===== src/rtl/div_pkg.sv =====
// rtl/div_pkg.sv - shared constants and FSM encoding for the divider result path
package div_pkg;

    localparam int DIV_WIDTH  = 32;
    localparam int BCD_DIGITS = 10;

    localparam logic [1:0] ENC_IDLE   = 2'd0;
    localparam logic [1:0] ENC_CONV_Q = 2'd1;
    localparam logic [1:0] ENC_CONV_R = 2'd2;
    localparam logic [1:0] ENC_FINISH = 2'd3;

    typedef enum logic [1:0] {
        IDLE   = ENC_IDLE,
        CONV_Q = ENC_CONV_Q,
        CONV_R = ENC_CONV_R,
        FINISH = ENC_FINISH
    } conv_state_t;

endpackage


===== src/rtl/bcd_add3_digit.sv =====
// rtl/bcd_add3_digit.sv - double-dabble digit correction (add 3 when digit >= 5)
module bcd_add3_digit (
    input  logic [3:0] digit,
    output logic [3:0] adjusted
);

    // Digits 5..9 become 8..12 so the following left shift carries into the next digit
    assign adjusted = (digit >= 4'd5) ? digit + 4'd3 : digit;

endmodule


===== src/rtl/div_result_bcd.sv =====
// rtl/div_result_bcd.sv - sequential binary-to-BCD converter for divider quotient and remainder
module div_result_bcd
    import div_pkg::*;
#(
    parameter int WIDTH  = DIV_WIDTH,
    parameter int DIGITS = BCD_DIGITS
) (
    input  logic                clk,
    input  logic                reset,
    input  logic                start,
    input  logic [WIDTH-1:0]    quotient_in,
    input  logic [WIDTH-1:0]    remainder_in,
    output logic                busy,
    output logic                done,
    output logic [4*DIGITS-1:0] q_bcd,
    output logic [4*DIGITS-1:0] r_bcd
);

    localparam int CW = $clog2(WIDTH);
    localparam int BW = 4 * DIGITS;
    localparam int SW = 2 * WIDTH;

    conv_state_t   state;
    conv_state_t   state_next;
    logic [CW-1:0] count;
    // Quotient in the upper half, remainder in the lower half: after WIDTH shifts
    // the remainder has moved up to the MSB end, ready for the second pass.
    logic [SW-1:0] shift;
    logic [BW-1:0] acc;
    logic [BW-1:0] q_hold;
    logic [BW-1:0] acc_adj;
    logic [BW-1:0] acc_step;

    for (genvar d = 0; d < DIGITS; d++) begin : g_add3
        bcd_add3_digit u_add3 (
            .digit    (acc[4*d +: 4]),
            .adjusted (acc_adj[4*d +: 4])
        );
    end

    assign acc_step = {acc_adj[BW-2:0], shift[SW-1]};
    assign busy     = (state == CONV_Q) || (state == CONV_R);

    // State register
    always_ff @(posedge clk) begin
        if (reset) begin
            state <= IDLE;
        end else begin
            state <= state_next;
        end
    end

    // Next-state logic: each conversion pass ends after the step at count zero
    always_comb begin
        state_next = state;
        case (state)
            IDLE:    if (start) state_next = CONV_Q;
            CONV_Q:  if (count == '0) state_next = CONV_R;
            CONV_R:  if (count == '0) state_next = FINISH;
            FINISH:  state_next = IDLE;
            default: state_next = IDLE;
        endcase
    end

    // Datapath: operand capture, shift-add-3 steps, result publication
    always_ff @(posedge clk) begin
        if (reset) begin
            count  <= '0;
            shift  <= '0;
            acc    <= '0;
            q_hold <= '0;
            q_bcd  <= '0;
            r_bcd  <= '0;
            done   <= 1'b0;
        end else begin
            done <= (state == FINISH);
            case (state)
                IDLE: begin
                    if (start) begin
                        shift <= {quotient_in, remainder_in};
                        acc   <= '0;
                        count <= CW'(WIDTH - 1);
                    end
                end
                CONV_Q: begin
                    shift <= {shift[SW-2:0], 1'b0};
                    if (count == '0) begin
                        q_hold <= acc_step;
                        acc    <= '0;
                        count  <= CW'(WIDTH - 1);
                    end else begin
                        acc   <= acc_step;
                        count <= count - 1'b1;
                    end
                end
                CONV_R: begin
                    shift <= {shift[SW-2:0], 1'b0};
                    acc   <= acc_step;
                    if (count != '0) begin
                        count <= count - 1'b1;
                    end
                end
                FINISH: begin
                    q_bcd <= q_hold;
                    r_bcd <= acc;
                end
                default: ;
            endcase
        end
    end

endmodule


===== config.mk =====
export PLATFORM = sky130hd
export DESIGN_NAME = div_result_bcd
export DESIGN_NICKNAME = d
export VERILOG_FILES = /design/src/rtl/div_pkg.sv /design/src/rtl/bcd_add3_digit.sv /design/src/rtl/div_result_bcd.sv
export SDC_FILE = /design/constraint.sdc
export NUM_CORES = 1
export LEC_CHECK = 0
export BUFFER_PORTS_ARGS = -buffer_cell sky130_fd_sc_hd__buf_4
export CORE_MARGIN = 3
export CORE_UTILIZATION = 45
export CTS_CLUSTER_SIZE = 28
export DETAILED_ROUTE_END_ITERATION = 10
export PLACE_DENSITY = 0.65
export REMOVE_ABC_BUFFERS = 1
export SLEW_MARGIN = 20
export SYNTH_ARGS = -nofsm -noshare
export SYNTH_HDL_FRONTEND = slang
export SYNTH_SLANG_ARGS = --single-unit

===== constraint.sdc =====
create_clock -name clk -period 4.5 [get_ports clk]
set_clock_uncertainty 0.15 [all_clocks]
set_input_delay 0.9 -clock clk [delete_from_list [all_inputs] [get_ports clk]]
set_output_delay 0.9 -clock clk [all_outputs]
set_load 0.01 [all_outputs]

; Word level (Yosys, flattened, before mapping)
; Index checks and enable logic that the tools add are counted.
[word_totals]
word_cells = 71
register_bits = 232
output_inout_bits = 82
[op_classes]
order_cmp = 10
n_eq_ne = 7
n_addsub = 11
reduce_logical = 12
n_mux = 23
[op_table]
columns = operator, n
row1 = $pmux W64 S2, 1
row2 = $pmux W40 S3, 1
row3 = $mux W40, 2
row4 = $mux W64, 1
row5 = $ge A4 B3 Y1 const B, 10
row6 = $add A4 B2 Y4 const B, 9
row7 = $mux W4, 9
row8 = $mux W5, 3
row9 = $pmux W5 S3, 1
row10 = $pmux W2 S4, 1
row11 = $mux W2, 3
row12 = $ne A2 B1 Y1 const B, 3
row13 = $reduce_and A2 Y1, 3
row14 = $reduce_and A3 Y1, 2
row15 = $logic_not A5 Y1, 1
row16 = $reduce_bool A5 Y1, 1
row17 = $sub A5 B1 Y5 const B, 1
row18 = $eq A2 B2 Y1 const B, 2
row19 = $add A3 B2 Y3 const B, 1
row20 = $mux W3, 1
row21 = $reduce_bool A3 Y1, 1
row22 = $eq A2 B1 Y1 const B, 1
row23 = $logic_not A2 Y1, 1
row24 = $ne A2 B2 Y1 const B, 1
row25 = other kinds (3), 3

; Longest topological paths before layout
; Gate-level depths: netlist of the first run.
[logic_depth]
word_depth = 4
ltp_mapped = 10

; By module
; From an unflattened synthesis of the first run, not the netlist that was laid out.
[hier_totals]
cells_unflattened = 1024
hier_area_um2 = 9636.7
[modules_own_cells]
columns = module, cells_each, seq_area_each_um2, area_each_um2, instances
row1 = div_result_bcd, 864, 4644.5, 8623.3, 1
row2 = bcd_add3_digit, 16, 0.0, 101.3, 10

; Worst setup path after synthesis of the first run
; No wires, ideal clock.
[synth_path]
path_type = input to register
start = in start
end = reg shift[53]
stages = 5
n_path_buf = 2
arrival_time_ps = 1891
slack_ps = 2322
setup_ps = 137
cell_sequence = nand2b_1 > nor2b_1 > clkbuf_1 > buf_1 > a211oi_1
[synth_between]
elab_chain_cells = 2
[synth_rtl]
columns = element, line_no
row1 = from (decl), div_result_bcd.sv:10  ; input logic start,
row2 = $ne A2 B2 Y1 (no source line), --
row3 = $reduce_and A2 Y1 (no source line), --
row4 = to (signal assigned), div_result_bcd.sv:80  ; shift <= {quotient_in, remainder_in};
row5 = to (signal assigned), div_result_bcd.sv:86  ; shift <= {shift[SW-2:0], 1'b0};
row6 = to (signal assigned), div_result_bcd.sv:97  ; shift <= {shift[SW-2:0], 1'b0};
row7 = to (decl), div_result_bcd.sv:28  ; logic [SW-1:0] shift;
; Every way passes these cells.
; A chain may end at the register's enable or synchronous reset.

; Worst setup path in the final report of the first run
[layout_path]
start = reg state[0]
end = reg shift[19]
[layout_between]
elab_chain_cells = 4
[layout_rtl]
columns = element, line_no
row1 = from (decl), div_result_bcd.sv:23  ; conv_state_t state;
row2 = from (signal assigned), div_result_bcd.sv:49  ; state <= state_next;
row3 = $eq A2 B1 Y1 or $eq A2 B2 Y1 (tied branches), div_result_bcd.sv:77  ; case (state)
row4 = $reduce_or A2 Y1 (no source line), --
row5 = $reduce_bool A2 Y1 (no source line), --
row6 = $reduce_and A2 Y1 (no source line), --
; Parallel ways exist; a longest one is shown, timed or not.

==> metrics.yaml, run 1 <==
status: "complete, no violations"
tightest_slew_ns: 1.06
syn_area_um2: 9900
drv_slew: 0
routed-wl-met3_mm: 1.86
hold_viol_final: 0
grt.overflow.total: 0
wl_per_cell_um: 15.0
critPathRequiredTime_ns: 4.77
vias: 7616
yosys-top-cells-area: "dfxtp_1 47%, mux2i_1 16%, nor2_1 7.7%"
place.gp.congestion: 0.757
io_pins: 149
cts_setup_buffers: 0
maxCapViolations: 0
final_nets: 1260
grt_pass1_wl_mm: 36.3
synth_seq_cells: 232
clk_latency_ns: 0.52
via_per_inst: 5.21
synth_seq_area_share_pct: 46.9
hold-worst-slack_ns: 0.303
max_freq_mhz: 347
start_util_pct: 46.4
post-route-util_pct: 56.4
yosysTopAreaCellShare_pct: 46.9
p_leak_uw: 0.00459
path_cells: "inv_1 -> ha_4 -> nand2b_1 -> nor2b_4 -> buf_4 -> nor2_1 -> a211oi_1"
period_share_pct: 64.0
setup_viol: 0
post-route-min-period_ns: 2.88
first_iter_violations: 304
cp-end-kind: "flop"
yosys_warnings: 0
crit_arrival_ns: 3.15
drt.antenna.violating_nets: 0
core_um2: 21400
syn_area_per_cell_um2: 9.36
wl_met1_mm: 10.1
num_rows: 53
ctsHoldBuffers: 0
layout-drive-gt1-share_pct: 19.2
clock_path_buffers: 3
top_layer: "met4"
critPathLaunchType: "flop"
first_pass_iters: 6
io_buffer_count: 148
cts.sinks: 232
grt_setup_unrepaired: "no"
crit_slowest_cell: "buf_4"
grt_pass1_vias: 7323
postPlaceCellArea_um2: 11100
critPathBufInv: 2
area_growth_syn_to_layout_pct: 21.6
power_density_nw_per_um2: 544
grt_max_degree: 123
htreeDepth: 1
die_h_um: 154
synth_cell_types: 34
drc: 0
synth_most_common_cell: "dfxtp_1"
fin_area_um2: 12000
slew_headroom_pct: 29.0
die_area_um2: 23800
postSynthCellCount: 1058
max_stage_delay_ns: 0.82
cts_resized: 0
hp-class: "flop to flop"
synthArstFlopShare_pct: 0
clk_pin_slew_ns: 0.06
ys.flop_type: "dfxtp_1"
synthTopCellsByCount: "232 x dfxtp_1, 203 x nor2_1, 155 x mux2i_1"
diodes: 0
cp_top_family: "buffers and inverters"
wl_mm: 21.9
cts-root-buf: "clkbuf_16"
track_usage_pct: 17.8
synth_edf_count: 0
cts-buffers-inserted: 26
vdd_ir_drop_max_mv: 0.341
wl_met2_mm: 9.51
crit_type: "flop to flop"
antenna_found_initial: 0
crit_fanout: 101
yosysTopAreaCell: "dfxtp_1"
dpl.hpwl_mm: 13.8
dieWidth_um: 154
tritoncts: "built"
## layout make-up
cell class / instances / area (µm²)
repair buffers: 157 / 1210
flip-flops and latches: 232 / 4640
clock buffers: 36 / 739
fillers: 1948 / 9310
multi-input cells: 726 / 4850
well taps: 275 / 344
inverters: 25 / 93.8
clock inverters: 12 / 165
## through the flow
stage | total power (µW) | worst slack (ns) | TNS, ns | cells
after global placement | 4380 | 1.42 | 0 | 1415
after floorplan | 4090 | -4.11 | -284.87 | 983
final | 6550 | 1.62 | 0 | 1463
after detailed placement | 4410 | 1.34 | 0 | 1415
after CTS | 6640 | 1.63 | 0 | 1463
after global routing | 6920 | 1.31 | 0 | 1463
## cell usage in the layout, fill, tap and decap left out, drive strengths merged
master / count
nor2b: 2
a211oi: 73
a221oi: 1
nand3: 21
a311oi: 10
xnor2: 11
a2bb2oi: 10
clkinv: 6
clkinvlp: 2
a22oi: 21
a21oi: 58
inv: 25
bufinv: 4
nor2: 203
dfxtp: 232
nor3b: 10
o22ai: 3
a31oi: 10
and2b: 1
nand2b: 21
o21ai: 10
buf: 157
nor3: 3
and2: 1
or4b: 1
ha: 25
nand3b: 2
mux2i: 155
nand2: 74
clkbuf: 36
## flip-flops by register name (all words and copies together) (netlist names)
signal	count
shift	64
acc	40
q_bcd	40
q_hold	40
r_bcd	40
count	5
state	2
done	1
## metal layers
layer  track usage [%]  up-vias
li1                  -     3899
met1              23.5     3528
met2              28.2      160
met3              6.13       29
met4              4.25        0
met5                 0        -
## tightest hold or removal path, delay by kind of cell (launching register included)
family | cells | cell delay, ns
simple gates | 1 | 0.05
compound gates | 1 | 0.05
flops | 1 | 0.31
## power breakdown
part	internal [µW]	switching [µW]	leakage (µW)	total (µW)
Sequential	2370	183	0.00189	2550
Clock	1380	835	0.000442	2210
Combinational	753	1040	0.00226	1790
Total	4490	2060	0.00459	6550
## cell families (layout without fill, tap and decap cells)
group	after synthesis	count (layout)	share of synthesized area, %
AO/OA/AOI/OAI	196	196	14.3
XOR/XNOR	11	11	0.973
adder cells (fa/ha/maj)	25	25	3.16
buffers and inverters	100	230	4.59
flip-flops	232	232	46.9
multiplexers	155	155	15.7
AND/OR/NAND/NOR	339	339	14.4
## final timing paths
kind                                from        end  slack (ns)  depth (start not counted)
worst min register to register  shift[0]   shift[0]        0.30                          2
worst max-delay path            state[0]  shift[19]        1.62                          7
worst min-delay path            shift[0]   shift[0]        0.30                          2
worst max register to register  state[0]  shift[19]        1.62                          7
(Power assumes the default switching activity.)
==> run 2: changes to the inputs <==
Settings changed: PLACE_DENSITY 0.65 to 0.68.
Clock period 4.5 ns to 2.4 ns, I/O delays scaled along.
==> metrics.yaml, run 2 (synthesis results as in run 1) <==
mostFrequentLayoutCell: "dfxtp_1"
switching_share_pct: 31.3  # -0.12 points
antenna_found_initial: 0  # unchanged
clk_latency_ns: 0.51  # about the same
crit_type: "flop to primary output"
slew_headroom_pct: 59.0  # +30 points
post-route-min-period_ns: 2.28
status: "complete, no violations"
cp_top_family: "buffers and inverters"
largest_register_ffs: 64  # unchanged
top_register: "shift"
hp-class: "input port to flop"
crit_fanout: 18  # -82%
first_iter_violations: 417  # +37%
core_um2: 21400  # unchanged
hold-worst-slack_ns: 0.120  # -0.184 ns
first_pass_iters: 4  # -2
clk_pin_slew_ns: 0.06  # about the same
hold_viol_final: 0  # unchanged
die_area_um2: 23800  # unchanged
num_rows: 53  # unchanged
htreeDepth: 1  # unchanged
tightest_slew_ns: 0.615  # -0.448 ns
clock_path_buffers: 3  # unchanged
via_per_inst: 5.17  # -0.70%
cp-end-kind: "primary output"
maxCapViolations: 0  # unchanged
cts-buffers-inserted: 25  # -3.8%
power_density_nw_per_um2: 1000  # +84%
crit_slowest_cell: "dfxtp_2"
area_growth_syn_to_layout_pct: 23.0
drv_slew: 0  # unchanged
final_cell_mix: "230 x dfxtp_1, 202 x nor2_1, 161 x buf_4"
drc: 0  # unchanged
rrSetupSlack_ns: 0.28  # -1.34 ns
io_pins: 149  # unchanged
critPathLaunchType: "flop"
wl_per_cell_um: 14.8  # -1.1%
start_util_pct: 46.4  # unchanged
dpl.hpwl_mm: 14.1  # +2.2%
critPathBufInv: 3  # +1
path_cells: "inv_1 -> ha_4 -> buf_16 -> buf_4"
cts.sinks: 232  # unchanged
grt_setup_unrepaired: "no"
setup_viol: 0  # unchanged
cts-root-buf: "clkbuf_16"
grt_max_degree: 129  # +4.9%
max_stage_delay_ns: 0.36  # -0.46 ns
track_usage_pct: 18.1  # +0.32 points
grt_pass1_vias: 7305  # -0.25%
crit_arrival_ns: 1.65  # -1.50 ns
critPathRequiredTime_ns: 1.77  # -3.00 ns
vdd_ir_drop_max_mv: 0.799  # +130%
diodes: 0  # unchanged
grt_pass1_wl_mm: 36.7  # +1.1%
dieWidth_um: 154  # unchanged
grt.overflow.total: 0  # unchanged
final.setup.tns_ns: 0  # unchanged
place.gp.congestion: 0.752  # -0.59%
power_switching_uw: 3830  # +86%
max_freq_mhz: 439
final_nets: 1275  # +1.2%
wl_mm: 21.8  # -0.50%
clkPwrFrac_pct: 29.9  # -3.8 points
period_share_pct: 95.0
drt.antenna.violating_nets: 0  # unchanged
tritoncts: "built"
p_seq_share_pct: 39.2  # +0.3 points
p_comb_share_pct: 30.9  # +3.5 points
p_leak_uw: 0.00467  # +1.7%
layout-drive-gt1-share_pct: 20.1  # +0.94 points
power.internal_uw: 8400  # +87%
vias: 7609  # -0.092%
die_h_um: 154  # unchanged
io_buffer_count: 148  # unchanged
-- run 2: cell types whose count changed in the layout (fill, tap and decap cells not counted), moves of 2 or more --
cell | previous run | this run
bufinv_16 | 4 | 1
buf_12 | 2 | 7
dfxtp_1 | 232 | 230
clkbuf_8 | 3 | 7
buf_4 | 154 | 161
bufbuf_16 | 0 | 2
clkinv_2 | 6 | 3
clkbuf_16 | 27 | 25
dfxtp_2 | 0 | 2
clkinvlp_4 | 2 | 0
-- run 2: worst reg2reg max path, cell delays in order (launching register included) --
cell and delay [ns]:
dfxtp_1 0.33, inv_1 0.06, ha_1 0.20, nor3b_2 0.30, and2b_1 0.22, and2_2 0.20, buf_6 0.23, nor2_1 0.07
a311oi_1 0.26
-- run 2: worst paths after layout --
kind,start,end,cells after the start
setup / recovery,state[0],busy,4
hold / removal,remainder_in[0],shift[0],3
setup reg to reg,count[0],q_hold[35],8
hold reg to reg,q_hold[13],q_hold[13],2
-- run 2: repair_timing --
action | 4_1_cts | 5_1_grt
gates cloned | 2 | 0
hold buffers | 0 | 0
setup buffers | 0 | 0
pin swaps | 0 | 0
endpoints found under the setup margin | 1 | 12
gates resized for setup | 1 | 4
-- run 2: layout make-up --
| type | count | area (µm²) |
|---|---|---|
| fill | 1924 | 9170 |
| multi-input combinational | 726 | 4850 |
| sequential | 232 | 4650 |
| timing repair buffer | 173 | 1460 |
| clock buffer | 37 | 741 |
| tap | 275 | 344 |
| inverter | 25 | 93.8 |
| clock inverter | 4 | 45.0 |
-- run 2: stage by stage --
step	std cells	instance area, µm²	total power, µW	setup WS (ns)	utilization (%)
5_1_grt	1472	12200	13000	0.0572	57.1
6_report	1472	12200	12200	0.121	57.1
4_1_cts	1472	12200	12400	0.0339	57.0
3_3_place_gp	1429	11300	8290	0.139	53.0
2_1_floorplan	983	9540	6990	-6.21	-
3_5_place_dp	1429	11300	8360	0.0571	53.0
-- run 2: per-layer routing --
metal	up-vias	global-route usage, %	part of all wire [%]
met5	-	0	0
met4	0	3.49	1.1
met3	18	6.18	8.8
met2	161	29.2	44
met1	3493	23.8	46
li1	3937	-	-
-- run 2: power groups by stage --
stage                     combinational (µW)  clock [µW]  sequential (µW)
after global placement                  3440           0             4850
after global routing                    4170        3930             4860
after floorplan                         2350           0             4640
final                                   3770        3660             4790
after detailed placement                3500           0             4860
after CTS                               3820        3760             4780
